## src/rtl/dma_arbiter_if.sv

```systemverilog
// Bundle between the two DMA requesters, the arbiter and the shared DMA port.
// The arbiter uses the slave modport; the requester/DMA side uses the master modport.
interface dma_arbiter_if #(
  parameter int DATA_WIDTH = 16,
  parameter int ADDR_WIDTH = 20
);
  logic                  req0;
  logic                  rw0;
  logic [ADDR_WIDTH-1:0] addr0;
  logic [DATA_WIDTH-1:0] wdata0;
  logic                  req1;
  logic                  rw1;
  logic [ADDR_WIDTH-1:0] addr1;
  logic [DATA_WIDTH-1:0] wdata1;
  logic                  gnt0;
  logic                  gnt1;
  logic                  done0;
  logic                  done1;
  logic                  dma_enable;
  logic                  dma_rw;
  logic [ADDR_WIDTH-1:0] dma_addr;
  logic [DATA_WIDTH-1:0] dma_wdata;
  logic                  busy;

  modport slave (
    input  req0, rw0, addr0, wdata0, req1, rw1, addr1, wdata1,
    output gnt0, gnt1, done0, done1, dma_enable, dma_rw, dma_addr, dma_wdata, busy
  );

  modport master (
    output req0, rw0, addr0, wdata0, req1, rw1, addr1, wdata1,
    input  gnt0, gnt1, done0, done1, dma_enable, dma_rw, dma_addr, dma_wdata, busy
  );
endinterface

```

## src/rtl/dma_arbiter.sv

```systemverilog
// Two-requester arbiter/sequencer for the shared CNN DMA port (round-robin ties).
// Define DMA_ARB_FIXED_PRIO_EN to make requester 0 always win ties (no last-served pointer).
module dma_arbiter #(
  parameter int DATA_WIDTH  = 16,
  parameter int ADDR_WIDTH  = 20,
  parameter int DMA_LATENCY = 4
) (
  input  logic          clk,
  input  logic          reset,
  dma_arbiter_if.slave  bus
);

  localparam int CW = (DMA_LATENCY > 1) ? $clog2(DMA_LATENCY) : 1;

  typedef enum logic [1:0] {IDLE, ISSUE, WAIT, DONE} state_e;

  state_e                state_q, state_d;
  logic                  owner_q, owner_d;
  logic [CW-1:0]         cnt_q, cnt_d;
  logic                  rw_q, rw_d;
  logic [ADDR_WIDTH-1:0] addr_q, addr_d;
  logic [DATA_WIDTH-1:0] wdata_q, wdata_d;
  logic                  winner;

`ifdef DMA_ARB_FIXED_PRIO_EN
  always_comb begin
    winner = ~bus.req0;
  end
`else
  logic last_q, last_d;

  // On a tie the requester that was not served last wins.
  always_comb begin
    if (bus.req0 && bus.req1) winner = ~last_q;
    else                      winner = ~bus.req0;
  end
`endif

  // NOTE: every signal gets its hold value first so no path through the case infers a latch.
  always_comb begin
    state_d = state_q;
    owner_d = owner_q;
    cnt_d   = cnt_q;
    rw_d    = rw_q;
    addr_d  = addr_q;
    wdata_d = wdata_q;
`ifndef DMA_ARB_FIXED_PRIO_EN
    last_d  = last_q;
`endif
    case (state_q)
      IDLE: begin
        if (bus.req0 || bus.req1) begin
          state_d = ISSUE;
          owner_d = winner;
`ifndef DMA_ARB_FIXED_PRIO_EN
          last_d  = winner;
`endif
          rw_d    = winner ? bus.rw1    : bus.rw0;
          addr_d  = winner ? bus.addr1  : bus.addr0;
          wdata_d = winner ? bus.wdata1 : bus.wdata0;
        end
      end
      ISSUE: begin
        cnt_d   = CW'(DMA_LATENCY - 1);
        state_d = (DMA_LATENCY == 1) ? DONE : WAIT;
      end
      // The counter reaches zero as the FSM enters DONE, DMA_LATENCY cycles after the strobe.
      WAIT: begin
        cnt_d = cnt_q - 1'b1;
        if (cnt_q == CW'(1)) state_d = DONE;
      end
      DONE: begin
        state_d = IDLE;
        rw_d    = 1'b0;
        addr_d  = '0;
        wdata_d = '0;
      end
      default: state_d = IDLE;
    endcase
  end

  // NOTE: state registers use non-blocking assignments so every flop samples pre-edge values.
  always_ff @(posedge clk) begin
    if (reset) begin
      state_q <= IDLE;
      owner_q <= 1'b0;
      cnt_q   <= '0;
      rw_q    <= 1'b0;
      addr_q  <= '0;
      wdata_q <= '0;
`ifndef DMA_ARB_FIXED_PRIO_EN
      last_q  <= 1'b1;
`endif
    end else begin
      state_q <= state_d;
      owner_q <= owner_d;
      cnt_q   <= cnt_d;
      rw_q    <= rw_d;
      addr_q  <= addr_d;
      wdata_q <= wdata_d;
`ifndef DMA_ARB_FIXED_PRIO_EN
      last_q  <= last_d;
`endif
    end
  end

  assign bus.busy       = (state_q != IDLE);
  assign bus.gnt0       = (state_q != IDLE) && !owner_q;
  assign bus.gnt1       = (state_q != IDLE) &&  owner_q;
  assign bus.done0      = (state_q == DONE) && !owner_q;
  assign bus.done1      = (state_q == DONE) &&  owner_q;
  assign bus.dma_enable = (state_q == ISSUE);
  assign bus.dma_rw     = rw_q;
  assign bus.dma_addr   = addr_q;
  assign bus.dma_wdata  = wdata_q;

endmodule

```

## src/flat_wrapper.sv

```systemverilog
// flat-port wrapper written by rule: the top's interface ports become plain ports
module dma_arbiter_flat 
#(
  parameter int DATA_WIDTH  = 16,
  parameter int ADDR_WIDTH  = 20,
  parameter int DMA_LATENCY = 4
)
  (clk, reset, bus_req0, bus_rw0, bus_addr0, bus_wdata0, bus_req1, bus_rw1, bus_addr1, bus_wdata1, bus_gnt0, bus_gnt1, bus_done0, bus_done1, bus_dma_enable, bus_dma_rw, bus_dma_addr, bus_dma_wdata, bus_busy);
  dma_arbiter_if #(.DATA_WIDTH(DATA_WIDTH), .ADDR_WIDTH(ADDR_WIDTH)) bus_i ();
  input  logic clk;
  input  logic reset;
  input wire logic [$bits(bus_i.req0)-1:0] bus_req0;
  input wire logic [$bits(bus_i.rw0)-1:0] bus_rw0;
  input wire logic [$bits(bus_i.addr0)-1:0] bus_addr0;
  input wire logic [$bits(bus_i.wdata0)-1:0] bus_wdata0;
  input wire logic [$bits(bus_i.req1)-1:0] bus_req1;
  input wire logic [$bits(bus_i.rw1)-1:0] bus_rw1;
  input wire logic [$bits(bus_i.addr1)-1:0] bus_addr1;
  input wire logic [$bits(bus_i.wdata1)-1:0] bus_wdata1;
  output wire logic [$bits(bus_i.gnt0)-1:0] bus_gnt0;
  output wire logic [$bits(bus_i.gnt1)-1:0] bus_gnt1;
  output wire logic [$bits(bus_i.done0)-1:0] bus_done0;
  output wire logic [$bits(bus_i.done1)-1:0] bus_done1;
  output wire logic [$bits(bus_i.dma_enable)-1:0] bus_dma_enable;
  output wire logic [$bits(bus_i.dma_rw)-1:0] bus_dma_rw;
  output wire logic [$bits(bus_i.dma_addr)-1:0] bus_dma_addr;
  output wire logic [$bits(bus_i.dma_wdata)-1:0] bus_dma_wdata;
  output wire logic [$bits(bus_i.busy)-1:0] bus_busy;
  assign bus_i.req0 = bus_req0;
  assign bus_i.rw0 = bus_rw0;
  assign bus_i.addr0 = bus_addr0;
  assign bus_i.wdata0 = bus_wdata0;
  assign bus_i.req1 = bus_req1;
  assign bus_i.rw1 = bus_rw1;
  assign bus_i.addr1 = bus_addr1;
  assign bus_i.wdata1 = bus_wdata1;
  assign bus_gnt0 = bus_i.gnt0;
  assign bus_gnt1 = bus_i.gnt1;
  assign bus_done0 = bus_i.done0;
  assign bus_done1 = bus_i.done1;
  assign bus_dma_enable = bus_i.dma_enable;
  assign bus_dma_rw = bus_i.dma_rw;
  assign bus_dma_addr = bus_i.dma_addr;
  assign bus_dma_wdata = bus_i.dma_wdata;
  assign bus_busy = bus_i.busy;
  dma_arbiter #(.DATA_WIDTH(DATA_WIDTH), .ADDR_WIDTH(ADDR_WIDTH), .DMA_LATENCY(DMA_LATENCY)) u_core (.clk(clk), .reset(reset), .bus(bus_i));
endmodule
```

## config.mk

```make
export PLATFORM = sky130hd
export DESIGN_NAME = dma_arbiter_flat
export DESIGN_NICKNAME = d
export VERILOG_FILES = /design/src/rtl/dma_arbiter_if.sv /design/src/rtl/dma_arbiter.sv /design/src/flat_wrapper.sv
export SDC_FILE = /design/constraint.sdc
export NUM_CORES = 1
export LEC_CHECK = 0
export ABC_AREA = 1
export BUFFER_PORTS_ARGS = -buffer_cell sky130_fd_sc_hd__buf_2
export CAP_MARGIN = 15
export CORE_MARGIN = 1
export CORE_UTILIZATION = 46
export DETAILED_ROUTE_END_ITERATION = 7
export GPL_TIMING_DRIVEN = 0
export HOLD_SLACK_MARGIN = 0.08
export PLACE_DENSITY = 0.81
export SLEW_MARGIN = 20
export SYNTH_ARGS = -nofsm -noshare
export SYNTH_HDL_FRONTEND = slang
export SYNTH_SLANG_ARGS = --single-unit
```

## constraint.sdc

```tcl
create_clock -name clk -period 1.7 [get_ports clk]
set_input_delay 0.085 -clock clk [delete_from_list [all_inputs] [get_ports clk]]
set_output_delay 0.085 -clock clk [all_outputs]
set_load 0.005 [all_outputs]
```

After elaboration in Yosys (flattened, before gate mapping)
Cells that the tools add are included.

word-level totals
  bits in registers = 43
  input port bits = 78
  output and inout port bits = 43
  logic and storage cells = 44

operators by class
  add/sub/neg operators = 1
  equality and inequality tests = 6
  muxes and demuxes = 14
  bitwise gates (word level) = 2
  reduce and logical (&&, ||, !) cells = 14

operators by type and width
  operator                                           count
  2-to-1 mux 20 bit                                  2
  one-hot mux 20 bit (2 select lines)                1
  2-to-1 mux 16 bit                                  2
  one-hot mux 16 bit (2 select lines)                1
  one-hot mux 2 bit (4 select lines)                 1
  AND reduction 2 bit                                3
  nonzero test 2 bit                                 3
  logical AND 1 bit                                  5
  == test 2 x 1 -> 1 bit (second input constant)     2
  == test 2 bit (second input constant)              2
  2-to-1 mux 2 bit                                   2
  != test 2 x 1 -> 1 bit (second input constant)     2
  one-hot mux 2 bit (2 select lines)                 1
  2-to-1 mux 1 bit                                   3
  logical NOT 2 bit                                  1
  inverter 1 bit                                     2
  one-hot mux 1 bit (2 select lines)                 1
  subtractor 2 x 1 -> 2 bit (second input constant)  1
  logical NOT 1 bit                                  1
  logical OR 1 bit                                   1

Logic depth before layout (Yosys ltp)
Gate-level depths: netlist (run 1).

  word-level depth = 5
  depth in mapped cells = 8

Least setup slack after synthesis (run 1)
OpenSTA, ideal clock, no wires.

  path type = reg-to-reg
  start point = register u_core.state_q[0]
  end point = register u_core.addr_q[10], in the netlist u_core.bus.dma_addr[10]
  setup time = 0.070 ns
  arrival = 1.475 ns
  required time = 1.630 ns
  path slack = 0.155 ns
  stages on the path, launching flop included = 8
  path buffers = 1
  period minus slack after synthesis = 1.545 ns
  cell sequence = dfxtp_1 inv_1 ha_1 inv_2 nor3_4 buf_6 nand3_2 a21oi_2

on the way
  word-level cells in the longest chain between the ends = 3
  elaborated cells between the ends (all ways) = 6
  classes of those cells = 2 x eq/ne; 1 x mux; 3 x reduce/logical

ends and longest elaborated chain
  element                                                                 RTL line           RTL
  start, declared                                                         dma_arbiter.sv:17  state_e state_q, state_d;
  start signal, assigned                                                  dma_arbiter.sv:95  state_q <= state_d;
  logical NOT 2 bit or == test 2 bit (tied branches)                      dma_arbiter.sv:50  case (state_q)
  != test 2 x 1 -> 1 bit (no line) or nonzero test 2 bit (tied branches)  --
  AND reduction 2 bit (no line)                                           --
  end signal, assigned                                                    dma_arbiter.sv:99  addr_q <= addr_d;
  end, declared                                                           dma_arbiter.sv:21  logic [ADDR_WIDTH-1:0] addr_q, addr_d;

Parallel ways exist; a longest one is shown, timed or not.
A chain may end at the register's enable or synchronous reset.

Worst setup path in the final report (run 1)
  start point = register u_core.state_q[0]
  end point = register u_core.addr_q[3], in the netlist u_core.bus.dma_addr[3]

The elaborated chain is that of the path after synthesis.

==> results of run 1 <==
==> per-layer routing <==
layer | share of wire | vias to the layer above | global-route usage
met5 | 0 | - | 0
met4 | 0.025 | 0 | 0.103
met3 | 0.059 | 13 | 0.0393
met2 | 0.46 | 96 | 0.392
met1 | 0.46 | 1130 | 0.273
li1 | - | 1323 | -
==> logic make-up (layout without fill, tap and decap cells) <==
| group | after synthesis | count (layout) | share of synthesized area |
|---|---|---|---|
| compound gates | 50 | 50 | 0.125 |
| fa+ha+maj | 6 | 6 | 0.0315 |
| buf+inv | 69 | 201 | 0.121 |
| flops | 43 | 43 | 0.361 |
| simple gates | 162 | 162 | 0.362 |
==> per-stage QoR <==
step                      setup slack (ps)  hold WS, ps  total power, mW
after floorplan                        155          233             2.80
after global placement               -69.6          415             3.45
after detailed placement              -151          420             3.50
after CTS                             6.90          108             4.32
after global routing                  26.9          138             4.80
final                                  157          111             4.46
==> final timing paths <==
check | start | endpoint | slack, ps | cells after the start
worst max-delay path | u_core.state_q[0]$_SDFFE_PP0P_ | u_core.bus.dma_addr[3]$_SDFFE_PP0P_ | 160 | 8
worst min-delay path | reset | u_core.last_q$_SDFFE_PP1P_ | 110 | 3
worst min register to register | u_core.bus.dma_wdata[0]$_SDFFE_PP0P_ | u_core.bus.dma_wdata[0]$_SDFFE_PP0P_ | 460 | 2
worst max register to register | u_core.state_q[0]$_SDFFE_PP0P_ | u_core.bus.dma_addr[3]$_SDFFE_PP0P_ | 160 | 8
==> worst register-to-register path, cell delays in order, from the launching register on <==
cell and delay [ps]:
dfxtp_1 340, inv_1 180, ha_4 220, inv_2 70, nor3_4 150, buf_12 150, buf_6 160, nand3_2 90
a21oi_2 130
==> area by class of cell <==
type	instances	area [µm²]
sequential	43	861
fill	434	1590
timing repair buffer	124	643
tap	67	83.8
clock buffer	8	100
inverter	47	176
buffer	22	134
multi-input combinational	218	1260
==> synth_stat cells <==
cell type	n	area share
nand2_1	81	0.13
inv_1	46	0.072
dfxtp_1	43	0.36
nand3b_1	37	0.12
a21oi_1	31	0.065
nand3_1	27	0.057
a21oi_2	10	0.037
nand3_2	10	0.042
clkbuf_1	7	0.011
buf_1	6	0.0094
buf_2	6	0.013
ha_1	6	0.031
nor2_1	5	0.0079
o21ai_0	5	0.010
buf_6	3	0.014
o211ai_1	2	0.0063
a31oi_1	1	0.0026
inv_2	1	0.0016
nor2_4	1	0.0047
nor3_4	1	0.0068
o21ai_2	1	0.0037
==> power groups by stage <==
| stage | sequential [mW] | combinational [mW] | clock, mW |
|---|---|---|---|
| after floorplan | 1.51 | 1.30 | 0 |
| after global placement | 1.48 | 1.96 | 0 |
| after detailed placement | 1.49 | 2.01 | 0 |
| after CTS | 1.47 | 2.12 | 0.723 |
| after global routing | 1.51 | 2.53 | 0.762 |
| final | 1.48 | 2.27 | 0.716 |
==> state kept, by name, summed over array words and instances, names as in the netlist <==
name and count:
u_core.bus.dma_addr 20, u_core.bus.dma_wdata 16, u_core.cnt_q 2, u_core.state_q 2, u_core.bus.dma_rw 1, u_core.last_q 1, u_core.owner_q 1
==> what timing repair did <==
| item | CTS | global route |
|---|---|---|
| hold buffers | 0 | 0 |
| hold endpoints to repair | 0 | 0 |
| endpoints found under the setup margin | 32 | 30 |
| gates resized for setup | 2 | 12 |
| buffers inserted | 2 | 2 |
| pin swaps | 1 | 0 |
==> flow_metrics.py, run 1 <==
metrics = {
    "timing": {
        "setup_viol": 0,
        "fin_crit_ps": 1540,
        "fin_setup_tns_ps": 0,
        "rsz0062_at_grt": "false",
        "skew_ps": 3.00,
        "slew_viol_final": 0,
        "fin_crit_sh": 0.908,
        "tightestPinTransition_ps": 686,
        "slew_headroom": 0.543,
        "hold_violations": 0,
        "fmax_mhz": 648,
    },
    "yosys": {
        "yosysUniqueCellTypes": 21,
        "avgSynthCellArea_um2": 7.23,
        "synthesis.area_um2": 2390,
        "synth_seq_cells": 43,
        "syn-num-nets": 414,
        "syn_inst": 330,
        "yosysSeqAreaShare": 0.361,
        "yosysWarnings": 0,
    },
    "job": {
        "cap_violations": 0,
    },
    "power": {
        "pwr-share-clk": 0.160,
        "sw_frac_of_total": 0.388,
        "p_switching_mw": 1.73,
        "power_frac_comb": 0.509,
        "p_seq_frac": 0.330,
        "power_density_nw_per_um2": 1370,
        "p_leak_nw": 1.69,
        "irDropWorstVdd_mv": 0.899,
        "power.internal_mw": 2.73,
    },
    "clocking": {
        "path_clk_slew_ps": 80,
        "clk_latency_ps": 300,
        "ctsLongestPathBuffers": 2,
        "cts_htree_levels": 2,
        "cts_sinks": 43,
        "cts_tree": "built",
        "clock_tree.root_cell": "clkbuf_8",
        "cts_buffers": 5,
    },
    "placed_design": {
        "post_dp_cell_area_um2": 3070,
        "dp_hpwl_um": 4550,
        "place_congestion": 0.766,
        "place_inst": 517,
        "port_buffers": 120,
    },
    "die": {
        "die_h_um": 74.0,
        "core-area_um2": 4850,
        "fp.dieW_um": 74.0,
        "start_util": 0.492,
        "die_area_um2": 5480,
        "ios": 121,
        "rows": 25,
    },
    "setup_path": {
        "crit_required_ps": 1930,
        "crit_arrival_ps": 1770,
        "cp-end-kind": "flip-flop",
        "critical_path_class": "reg -> reg",
        "path_delay_family": "buffers and inverters",
        "worstPathCellList": "inv_1, ha_4, inv_2, nor3_4, buf_12, buf_6, nand3_2, a21oi_2",
        "path_max_fanout": 10,
        "path_buf_inv": 4,
        "critPathSlowestCell": "dfxtp_1",
        "cp-start-kind": "flip-flop",
        "slowest_delay_ps": 340,
    },
    "global_route": {
        "grt.overflow.total": 0,
        "antenna_found_initial": 0,
        "grt_max_degree": 13,
        "grt_pass1_vias": 2276,
        "grt_usage": 0.226,
        "grt_pass1_wl_um": 9640,
    },
    "final_layout": {
        "drive_gt1_frac": 0.361,
        "diodes": 0,
        "fin_util": 0.671,
        "most-common-layout-cells": "123 x buf_2, 81 x nand2_1, 46 x inv_1, 43 x dfxtp_1, 37 x nand3b_1",
        "area_delta_synth_final_pct": 36.4,
        "final_cell_count_no_fill": 529,
        "final_common_cell": "buf_2",
        "design_area_um2": 3250,
        "fin_nets": 545,
    },
    "drt": {
        "vias_per_cell": 4.84,
        "route.detailed.drc": 0,
        "vias": 2562,
        "firstDrtPassIters": 4,
        "ant_nets": 0,
        "postRouteWirelength_um": 6240,
        "drtIter0Drc": 125,
        "routedWlPerCell_um": 11.8,
    },
    "hold_path": {
        "hold_class": "in -> reg",
    },
    "run_status": {
        "status": "finished, final reports clean",
    },
}
Note: power is estimated with default switching activity, not from simulation.
==> run 2: changes to the inputs <==
--- a/config.mk
+++ b/config.mk
@@ -13,7 +13,7 @@
 export DETAILED_ROUTE_END_ITERATION = 7
 export GPL_TIMING_DRIVEN = 0
 export HOLD_SLACK_MARGIN = 0.08
-export PLACE_DENSITY = 0.81
+export PLACE_DENSITY = 0.89
 export SLEW_MARGIN = 20
 export SYNTH_ARGS = -nofsm -noshare
 export SYNTH_HDL_FRONTEND = slang
==> run 2 against run 1 <==
Net effect:
- clock power fell by 9.9%
- critical path depth fell by 1
- clock skew rose by 6.0 ps
- global-route usage rose by 0.58 points
- hold slack better by 13 ps
- flip-flop and latch count unchanged
- clock-buffer cell count shrank 2
- via count grew 2.0%
- total power shrank 4.5%
- largest cell class unchanged
==> flow_metrics.py, run 2 (synthesized netlist as in run 1, its figures left out) <==
metrics = {
    "final_layout": {
        "most-common-layout-cells": "123 x buf_2, 81 x nand2_1, 46 x inv_1, 43 x dfxtp_1, 37 x nand3b_1",
        "register_area_um2": 861,
        "design_area_um2": 3190,
        "fin_nets": 543,
        "multi_input_area_um2": 1250,
        "diodes": 0,
        "final_common_cell": "buf_2",
        "fillers": 408,
        "area_delta_synth_final_pct": 33.8,
        "drive_gt1_frac": 0.354,
        "largest_reg_flops": 20,
    },
    "drt": {
        "postRouteWirelength_um": 6480,
        "ant_nets": 0,
        "vias_per_cell": 4.96,
        "firstDrtPassIters": 7,
        "route.detailed.drc": 0,
        "drtIter0Drc": 123,
        "vias": 2613,
        "routedWlPerCell_um": 12.3,
    },
    "hold_path": {
        "hold_end": "u_core.last_q$_SDFFE_PP1P_",
        "worstHoldStart": "reset",
        "holdPathStages": 3,
        "hold_class": "in -> reg",
    },
    "setup_path": {
        "cp-start-kind": "flip-flop",
        "path_max_fanout": 10,
        "crit_required_ps": 1910,
        "r2r_end": "u_core.bus.dma_addr[14]$_SDFFE_PP0P_",
        "crit_arrival_ps": 1850,
        "reg2reg_from": "u_core.state_q[0]$_SDFFE_PP0P_",
        "critical_path_class": "reg -> reg",
        "r2r_cells": 7,
        "cp-end-kind": "flip-flop",
        "r2r_slack_ps": 70,
    },
    "timing": {
        "tightestPinTransition_ps": 654,
        "fin_crit_sh": 0.962,
        "skew_ps": 9.03,
        "setup_viol": 0,
        "slew_headroom": 0.564,
        "rsz0062_at_grt": "true",
        "slew_viol_final": 0,
        "hold_violations": 0,
        "fin_crit_ps": 1630,
        "final.setup.worst_slack_ps": 65.4,
        "fmax_mhz": 612,
    },
    "die": {
        "die_h_um": 74.0,
        "start_util": 0.492,
        "rows": 25,
        "fp.dieW_um": 74.0,
        "core-area_um2": 4850,
        "die_area_um2": 5480,
        "ios": 121,
    },
    "clocking": {
        "cts_htree_levels": 2,
        "cts_sinks": 43,
        "cts_buffers": 5,
        "path_clk_slew_ps": 80,
        "ctsLongestPathBuffers": 2,
        "cts_tree": "built",
        "cts_hold_buf": 0,
        "clk_latency_ps": 290,
        "clock_tree.root_cell": "clkbuf_8",
    },
    "power": {
        "power_density_nw_per_um2": 1340,
        "irDropWorstVdd_mv": 0.796,
        "power_frac_comb": 0.502,
        "p_switching_mw": 1.74,
        "p_leak_nw": 1.65,
        "pwr-share-clk": 0.151,
        "sw_frac_of_total": 0.407,
        "p_seq_frac": 0.347,
        "power.internal_mw": 2.53,
    },
    "global_route": {
        "grt_pass1_wl_um": 9990,
        "grt.overflow.total": 0,
        "grt_max_degree": 14,
        "grt_pass1_vias": 2445,
        "grt_usage": 0.232,
        "antenna_found_initial": 0,
    },
    "placed_design": {
        "dpl_worst_slack_ps": -96.9,
        "dp_hpwl_um": 4710,
        "post_dp_cell_area_um2": 3070,
        "place_congestion": 0.793,
        "port_buffers": 120,
    },
    "run_status": {
        "status": "finished, final reports clean",
    },
    "job": {
        "cap_violations": 0,
    },
}
run 2: power groups by stage:
| stage | registers, mW | clock network, mW | logic (mW) |
|---|---|---|---|
| floorplan | 1.51 | 0 | 1.30 |
| global placement | 1.48 | 0 | 1.96 |
| detailed placement | 1.49 | 0 | 2.02 |
| CTS | 1.47 | 0.651 | 2.11 |
| global route | 1.51 | 0.681 | 2.37 |
| finish | 1.48 | 0.645 | 2.14 |
run 2: worst max path at each step:
stage	start	endpoint	cells after the start
3_5_place_dp	u_core.state_q[0]$_SDFFE_PP0P_	u_core.bus.dma_addr[14]$_SDFFE_PP0P_	7
2_1_floorplan	u_core.state_q[0]$_SDFFE_PP0P_	u_core.bus.dma_addr[10]$_SDFFE_PP0P_	7
6_report	u_core.state_q[0]$_SDFFE_PP0P_	u_core.bus.dma_addr[14]$_SDFFE_PP0P_	7
5_1_grt	u_core.state_q[0]$_SDFFE_PP0P_	u_core.bus.dma_addr[18]$_SDFFE_PP0P_	7
3_3_place_gp	u_core.state_q[0]$_SDFFE_PP0P_	u_core.bus.dma_addr[5]$_SDFFE_PP0P_	7
4_1_cts	u_core.state_q[0]$_SDFFE_PP0P_	u_core.bus.dma_addr[5]$_SDFFE_PP0P_	7
run 2: cell type report:
cell class,instances,share of cell area
multi-input cells,218,0.390
flip-flops and latches,43,0.270
repair buffers,122,0.193
inverters,47,0.0553
plain buffers,22,0.0388
well taps,67,0.0263
clock buffers,6,0.0227
clock inverters,2,0.00392
run 2: what timing repair did:
item | in CTS | in global routing
resized for setup | 4 | 2
pin swaps | 1 | 0
buffers inserted | 2 | 0
endpoints found under the setup margin | 30 | 30
run 2: per-layer routing:
metal | GRT usage | wire length [µm] | vias to the layer above
met5 | 0 | 0 | -
met4 | 0.0983 | 132 | 0
met3 | 0.0352 | 386 | 17
met2 | 0.443 | 3220 | 110
met1 | 0.252 | 2740 | 1173
li1 | - | - | 1313
run 2: worst max-delay path: stages (launching register included):
cell and delay [ps]:
dfxtp_1 340, inv_1 130, ha_2 280, nand2_1 170
o21ai_4 180, buf_4 240, nand2_1 60, a21oi_1 150
run 2: stage by stage:
step	util	cells	power [mW]	TNS, ps	hold slack (ps)
after floorplan	-	330	2.80	0	233
after global placement	0.633	517	3.44	-550	409
after detailed placement	0.633	517	3.51	-2300	417
after CTS	0.657	527	4.23	0	115
after global routing	0.658	527	4.56	-100	129
final	0.658	527	4.26	0	124
==> run 3: changes to the inputs <==
--- a/config.mk
+++ b/config.mk
@@ -14,6 +14,7 @@
 export GPL_TIMING_DRIVEN = 0
 export HOLD_SLACK_MARGIN = 0.08
 export PLACE_DENSITY = 0.89
+export SETUP_SLACK_MARGIN = 0.2
 export SLEW_MARGIN = 20
 export SYNTH_ARGS = -nofsm -noshare
 export SYNTH_HDL_FRONTEND = slang
==> run 3 against run 2 <==
Net effect:
- wire length is 1.3% lower
- final cell count increased by 0.95%
- die area did not move
- largest cell class unchanged
- clock power is 27% higher
- first-iteration DRC count shrank 19%
- critical path depth up 1
- fmax up 15%
- global-route usage grew 0.33 points
- clock skew up 2.9 ps
- worst setup slack better by 210 ps
==> flow_metrics.py, run 3 (synthesized netlist as in run 1, its figures left out) <==
metrics = {
    "run_status": {
        "status": "finished, final reports clean",
    },
    "die": {
        "rows": 25,
        "core-area_um2": 4850,
        "die_area_um2": 5480,
        "fp.dieW_um": 74.0,
        "start_util": 0.492,
        "die_h_um": 74.0,
        "ios": 121,
    },
    "setup_path": {
        "cp-start-kind": "flip-flop",
        "worstPathCellList": "inv_2, ha_4, inv_2, nor3_4, buf_6, buf_8, nand3_2, a21oi_2",
        "slowest_delay_ps": 340,
        "critical_path_class": "reg -> reg",
        "reg2reg_from": "u_core.state_q[0]$_SDFFE_PP0P_",
        "path_delay_family": "buffers and inverters",
        "crit_required_ps": 1920,
        "path_buf_inv": 4,
        "path_max_fanout": 10,
        "r2r_slack_ps": 280,
        "r2r_end": "u_core.bus.dma_addr[4]$_SDFFE_PP0P_",
        "cpMostUsedCell": "inv_2",
        "critPathSlowestCell": "dfxtp_1",
        "cp-end-kind": "flip-flop",
        "r2r_cells": 8,
        "crit_arrival_ps": 1640,
    },
    "final_layout": {
        "area_delta_synth_final_pct": 38.3,
        "largest_reg_flops": 20,
        "most-common-layout-cells": "124 x buf_2, 81 x nand2_1, 44 x inv_1, 42 x dfxtp_1, 37 x nand3b_1",
        "final_common_cell": "buf_2",
        "fin_util": 0.681,
        "drive_gt1_frac": 0.387,
        "fin_nets": 548,
        "diodes": 0,
        "fillers": 415,
    },
    "hold_path": {
        "hold_end": "u_core.last_q$_SDFFE_PP1P_",
        "worstHoldStart": "reset",
        "hold_class": "in -> reg",
        "holdPathStages": 3,
    },
    "global_route": {
        "grt_usage": 0.235,
        "grt.overflow.total": 0,
        "grt_pass1_wl_um": 9940,
        "grt_max_degree": 14,
        "grt_pass1_vias": 2319,
        "antenna_found_initial": 0,
    },
    "drt": {
        "ant_nets": 0,
        "wl_met3_um": 338,
        "postRouteWirelength_um": 6400,
        "vias": 2599,
        "top_layer": "met4",
        "routedWlPerCell_um": 12.0,
        "drtIter0Drc": 100,
        "vias_per_cell": 4.89,
        "dr_wl_met2_um": 3290,
        "firstDrtPassIters": 4,
        "route.detailed.drc": 0,
        "wl_met1_um": 2720,
    },
    "timing": {
        "setup_viol": 0,
        "hold_violations": 0,
        "fmax_mhz": 703,
        "final.setup.worst_slack_ps": 278,
        "rsz0062_at_grt": "true",
        "slew_headroom": 0.568,
        "tightestPinTransition_ps": 649,
        "slew_viol_final": 0,
        "skew_ps": 12.0,
        "fin_crit_ps": 1420,
        "fin_crit_sh": 0.836,
    },
    "clocking": {
        "path_clk_slew_ps": 90,
        "cts_sinks": 43,
        "cts_hold_buf": 0,
        "cts_htree_levels": 2,
        "cts_tree": "built",
        "clock_tree.root_cell": "clkbuf_8",
        "clk_latency_ps": 300,
        "ctsLongestPathBuffers": 2,
        "cts_buffers": 5,
    },
    "power": {
        "sw_frac_of_total": 0.383,
        "power_density_nw_per_um2": 1400,
        "irDropWorstVdd_mv": 0.942,
        "power_frac_comb": 0.502,
        "p_leak_nw": 1.71,
        "p_seq_frac": 0.322,
        "p_switching_mw": 1.77,
        "pwr-share-clk": 0.176,
        "power.internal_mw": 2.86,
    },
    "placed_design": {
        "dpl_worst_slack_ps": -69.0,
        "dp_hpwl_um": 4630,
        "place_congestion": 0.794,
        "port_buffers": 120,
    },
    "job": {
        "cap_violations": 0,
    },
}
run 3: cell types whose count changed in the layout (fill, tap and decap cells not counted), sizes merged:
cell and change:
clkbuf +2, buf +3, bufinv +1, clkinvlp -1
run 3: repair_timing:
action                     CTS  global route
gates cloned                 0             0
setup buffers                5             2
setup endpoints to repair   37            33
gates resized for setup     10            13
pin swaps                    2             2
run 3: worst register-to-register path: stages (launching register included):
cell	delay, ps
dfxtp_1	340
inv_2	100
ha_4	180
inv_2	70
nor3_4	160
buf_6	160
buf_8	150
nand3_2	80
a21oi_2	110
run 3: layout make-up:
cell class                      count  area [µm²]  area share
Sequential cell                    43         862       0.261
Inverter                           47         176      0.0535
Clock inverter                      2        35.0      0.0106
Buffer                             22         133      0.0402
Multi-Input combinational cell    218        1270       0.384
Clock buffer                        6        82.6      0.0250
Tap cell                           67        83.8      0.0254
Timing Repair Buffer              127         661       0.200
run 3: power by group through the flow:
| stage | clock (mW) | combinational (mW) | sequential [mW] |
|---|---|---|---|
| 2_1_floorplan | 0 | 1.29 | 1.51 |
| 3_3_place_gp | 0 | 1.94 | 1.49 |
| 3_5_place_dp | 0 | 2.02 | 1.50 |
| 4_1_cts | 0.841 | 2.24 | 1.48 |
| 5_1_grt | 0.888 | 2.57 | 1.52 |
| 6_report | 0.817 | 2.32 | 1.49 |
run 3: per-layer routing:
layer | vias up | track usage
met3 | 8 | 0.0474
met4 | 0 | 0.0705
li1 | 1324 | -
met5 | - | 0
met1 | 1177 | 0.269
met2 | 90 | 0.438
run 3: how the worst max path moves through the flow:
stage                                              start                              endpoint  cells after the start
final                     u_core.state_q[0]$_SDFFE_PP0P_   u_core.bus.dma_addr[4]$_SDFFE_PP0P_                      8
after global placement    u_core.state_q[0]$_SDFFE_PP0P_  u_core.bus.dma_addr[19]$_SDFFE_PP0P_                      6
after global routing          u_core.last_q$_SDFFE_PP1P_  u_core.bus.dma_addr[18]$_SDFFE_PP0P_                      8
after detailed placement  u_core.state_q[1]$_SDFFE_PP0P_   u_core.bus.dma_addr[4]$_SDFFE_PP0P_                      6
after floorplan           u_core.state_q[0]$_SDFFE_PP0P_  u_core.bus.dma_addr[10]$_SDFFE_PP0P_                      7
after CTS                     u_core.last_q$_SDFFE_PP1P_   u_core.bus.dma_addr[2]$_SDFFE_PP0P_                      7
run 3: metrics by stage:
step	total power, mW	std cells	cell area [µm²]	setup TNS (ps)	hold slack [ps]
final	4.63	532	3300	0	127
after global routing	4.98	532	3300	0	140
after CTS	4.56	530	3260	0	121
after detailed placement	3.51	517	3070	-1190	440
after global placement	3.43	517	3070	-0.539	418
after floorplan	2.80	330	2390	0	233
